==> config.mk <==
export PLATFORM = sky130hd
export DESIGN_NAME = tt_settle_counter
export DESIGN_NICKNAME = d
export VERILOG_FILES = /design/src/rtl/truth_table_checker_pkg.sv /design/src/rtl/truth_table_checker_settle_counter.sv
export SDC_FILE = /design/constraint.sdc
export NUM_CORES = 1
export LEC_CHECK = 0
export CAP_MARGIN = 10
export CELL_PAD_IN_SITES_DETAIL_PLACEMENT = 0
export CELL_PAD_IN_SITES_GLOBAL_PLACEMENT = 1
export CORE_AREA = 2 2 39 41
export CTS_CLUSTER_DIAMETER = 100
export CTS_CLUSTER_SIZE = 8
export DETAILED_ROUTE_END_ITERATION = 16
export DIE_AREA = 0 0 41 43
export GPL_ROUTABILITY_DRIVEN = 0
export PLACE_DENSITY_LB_ADDON = 0.1
export SKIP_LAST_GASP = 1
export SLEW_MARGIN = 20
export SYNTH_ARGS = -nofsm -noshare
export SYNTH_HDL_FRONTEND = slang
export SYNTH_SLANG_ARGS = --single-unit
==> constraint.sdc <==
create_clock -name clk -period 2.4 [get_ports clk]
set_input_delay 0.48 -clock clk [delete_from_list [all_inputs] [get_ports clk]]
set_output_delay 0.48 -clock clk [all_outputs]
set_load 0.02 [all_outputs]
==> src/rtl/truth_table_checker_pkg.sv <==
// Shared definitions for the truth-table checker: state encodings and sweep geometry.
package truth_table_checker_pkg;

   localparam int NUM_VEC = 16;
   localparam int VEC_W   = 4;
   localparam int CNT_W   = 4;
   localparam int ERR_W   = 5;

   typedef enum logic [1:0] {
      ST_IDLE   = 2'd0,
      ST_WAIT   = 2'd1,
      ST_SAMPLE = 2'd2,
      ST_DONE   = 2'd3
   } ttc_state_t;

endpackage

==> src/rtl/truth_table_checker_settle_counter.sv <==
// tt_settle_counter: loadable down-counter with terminal-count flag, times the WAIT interval.
import truth_table_checker_pkg::*;

module tt_settle_counter (
   input  logic             clk,
   input  logic             rst,
   input  logic             load,
   input  logic [CNT_W-1:0] load_val,
   input  logic             en,
   output logic             tc
);

   logic [CNT_W-1:0] cnt_q;

   always_ff @(posedge clk) begin
      if (rst) begin
         cnt_q <= '0;
      end else if (load) begin
         cnt_q <= load_val;
      end else if (en && (cnt_q != '0)) begin
         cnt_q <= cnt_q - 1'b1;
      end
   end

   assign tc = (cnt_q == '0);

endmodule

==> impl_metrics.toml <==
[outcome]
outcome = "finished clean"

[floorplan]
std_cell_rows = 14
num_io_pins = 9
core_um2 = 1384
initial_cell_density_of_the_core_pct = 18.99
design.die.area_um2 = 1763
dieWidth_um = 41
die_height_um = 43

[synthesis]
cell_taking_the_most_area_after_synthesis = "sky130_fd_sc_hd__dfxtp_1"
synth_enable_flop_cells = 0
post-synth-top-area-fraction_pct = 30.48
synth.avg_cell_area_um2 = 9.060
synth_area_leaders = "sky130_fd_sc_hd__dfxtp_1 (30%), sky130_fd_sc_hd__a2111oi_4 (10%), sky130_fd_sc_hd__nor2_1 (7.1%)"
ys_top_cells_by_count = "sky130_fd_sc_hd__nor2_1 (5), sky130_fd_sc_hd__dfxtp_1 (4), sky130_fd_sc_hd__inv_1 (4)"
number_of_distinct_standard_cells_referenced_by_the_synthesized_netlist = 16
ys_ff_latch = 4
syn-instance-count = 29
asyncSetResetFlopFracSynth_pct = 0
ys.flop_type = "sky130_fd_sc_hd__dfxtp_1"
syn-cell-area_um2 = 262.8
synth_fp_nets = 38
synth-seq-area-share_pct = 30.48
yosys_warnings = 0
synthMostInstantiatedCell = "sky130_fd_sc_hd__nor2_1"

[min_path]
min_delay_worst_endpoint = "cnt_q[2]$_SDFFE_PP0P_"
worstHoldStart = "cnt_q[2]$_SDFFE_PP0P_"
timing.hold.worst_path_depth = 2
hold_path_class = "reg2reg"

[global_route]
grtUsageMet3_pct = 4.712
antenna_found_initial = 0
met2_usage_pct = 13.44
groute.layer.met1.usage_pct = 12.62
grt.busiest_layer = "met2"
grt_start_max_net_pins = 8
grt_pass1_wl_um = 1110
gr-total-overflow = 0
grt_usage_pct = 10.06
grt_pass1_vias = 258

[flow_run]
max_cap_violations = 0

[routing]
route.detailed.vias_per_inst = 4.554
drt_pre_antenna_iters = 1
post_drt_wl_per_cell_um = 11.50
drc = 0
postRouteAntennaNets = 0
detail_route.iter0.violations = 0
vias = 255
drt-total-wl_um = 644

[critical_path]
path_common_cell = "sky130_fd_sc_hd__inv_1"
cp_data_required_time_ns = 1.92
biggest_fanout_along_the_worst_timing_path = 5
crit_path_end_kind = "output pin"
rr_worst_depth = 5
slowest_cell_on_crit_path = "sky130_fd_sc_hd__or3b_4"
path_class = "reg2out"
critical_path.cell_chain = "inv_1, ha_1, or3b_4, inv_1, dlygate4sd2_1"
timing.critical_path.slowest_cell_delay_ns = 0.44
startpoint_type = "register"
setup.reg_to_reg.worst_slack_ns = 0.75
reg2reg_from = "cnt_q[1]$_SDFFE_PP0P_"
r2r_end = "cnt_q[1]$_SDFFE_PP0P_"
timing.critical_path.arrival_ns = 1.71

[layout]
largest_register_ff_count = 4
post_route_cells_drive_above_1_share_pct = 15.00
layout.filler_cells = 152
fin_nets = 51
antenna_cells_inserted = 0
layout_top_registers = "cnt_q (4)"
registers.top_by_ff_count = "cnt_q"
area.growth.synth_to_final_pct = 46.19
final_cells = 56
final_cell_area_um2 = 384.1

[power]
cellPowerDensity_nw_per_um2 = 577.5
power.leakage_nw = 0.1472
post-layout-total-power_mw = 0.2218
ir_drop_uv = 173.7

[clocking]
clock_sinks = 4
htree_levels = 1
insertion_delay_ns = 0.23
clock_tree_from_tritoncts = "built"
cts_hold_buf = 0
cts_buffer_depth = 2
clkSlewWorstSetupHoldPaths_ns = 0.04
cts-buffers-inserted = 3
cts_root_buf = "sky130_fd_sc_hd__clkbuf_4"

[sta]
skew_ns = 0.001366
final_min_period_over_clock_period_pct = 91.08
worst_pin_slew_ns = 0.3119
timing.final.crit_period_ns = 2.186
drv_slew = 0
setup_viol = 0
postLayoutSetupSlackWorst_ns = 0.2140
rsz0062_at_grt = "no"
setup_tns_ns = 0
max_freq_mhz = 457.5
relative_slew_slack_pct = 79.14
hold_violations = 0

[placement]
place_ws_ns = 0.1651
placed_cells_incl_taps = 53
port_buffers = 8
dpl_cell_area_um2 = 362.8
## cell type report
class,count,area (µm²),area share [%]
sequential,4,80.08,20.85
timing repair buffer,8,78.83,20.52
multi-input combinational,21,167.7,43.65
inverter,4,15.01,3.909
clock buffer,3,22.52,5.863
tap,16,20.02,5.212
## kinds of logic (layout without fill, tap and decap cells)
logic type	Yosys count	after routing	share of synthesized area [%]
buffers and inverters	4	15	5.713
flip-flops	4	4	30.48
adder cells (fa/ha/maj)	1	1	4.761
AO/OA/AOI/OAI	6	6	26.67
AND/OR/NAND/NOR	13	13	28.57
multiplexers	1	1	3.810
## metrics by stage
stage          hold WS [ns]  utilization, %
2_1_floorplan        0.4844               -
3_3_place_gp         0.5140           26.22
3_5_place_dp         0.5245           26.22
4_1_cts              0.5294           27.76
5_1_grt              0.5602           27.76
6_report             0.5243           27.76
## critical path: cells and delay by family, from the launching register on
family	cells	cell delay, ns
AND/OR/NAND/NOR	1	0.44
flip-flops	1	0.31
buffers and inverters	3	0.50
adder cells (fa/ha/maj)	1	0.22
## cell usage in the layout (no fill, tap or decap), types with 2 or more instances in the layout
master / count
sky130_fd_sc_hd__inv_1: 4
sky130_fd_sc_hd__clkbuf_4: 3
sky130_fd_sc_hd__a311oi_1: 2
sky130_fd_sc_hd__nor2_1: 5
sky130_fd_sc_hd__dfxtp_1: 4
sky130_fd_sc_hd__nand2_1: 3
sky130_fd_sc_hd__clkdlybuf4s50_1: 7
## power breakdown
group	switching [mW]	internal, mW
Combinational	0.0300	0.0308
Clock	0.0278	0.0560
Sequential	0.00447	0.0727
## layer usage
layer  vias up  share of wire [%]
met5         -                  0
met4         0                  0
met3         0                4.7
met2         5                 52
met1       118                 43
li1        132                  -
## how the worst max path moves through the flow
stage | start | endpoint | slack (ns) | cells past startpoint
2_1_floorplan | cnt_q[1]$_SDFFE_PP0P_ | tc | 0.75 | 4
3_3_place_gp | cnt_q[1]$_SDFFE_PP0P_ | tc | 0.20 | 5
3_5_place_dp | cnt_q[1]$_SDFFE_PP0P_ | tc | 0.17 | 5
4_1_cts | cnt_q[1]$_SDFFE_PP0P_ | tc | 0.18 | 5
5_1_grt | cnt_q[1]$_SDFFE_PP0P_ | tc | 0.12 | 5
6_report | cnt_q[1]$_SDFFE_PP0P_ | tc | 0.21 | 5
## repair_timing
action,CTS,global route
endpoints found under the setup margin,1,0
gates resized for setup,1,0
buffers inserted,0,0
Note: power is estimated with default switching activity, not from simulation.
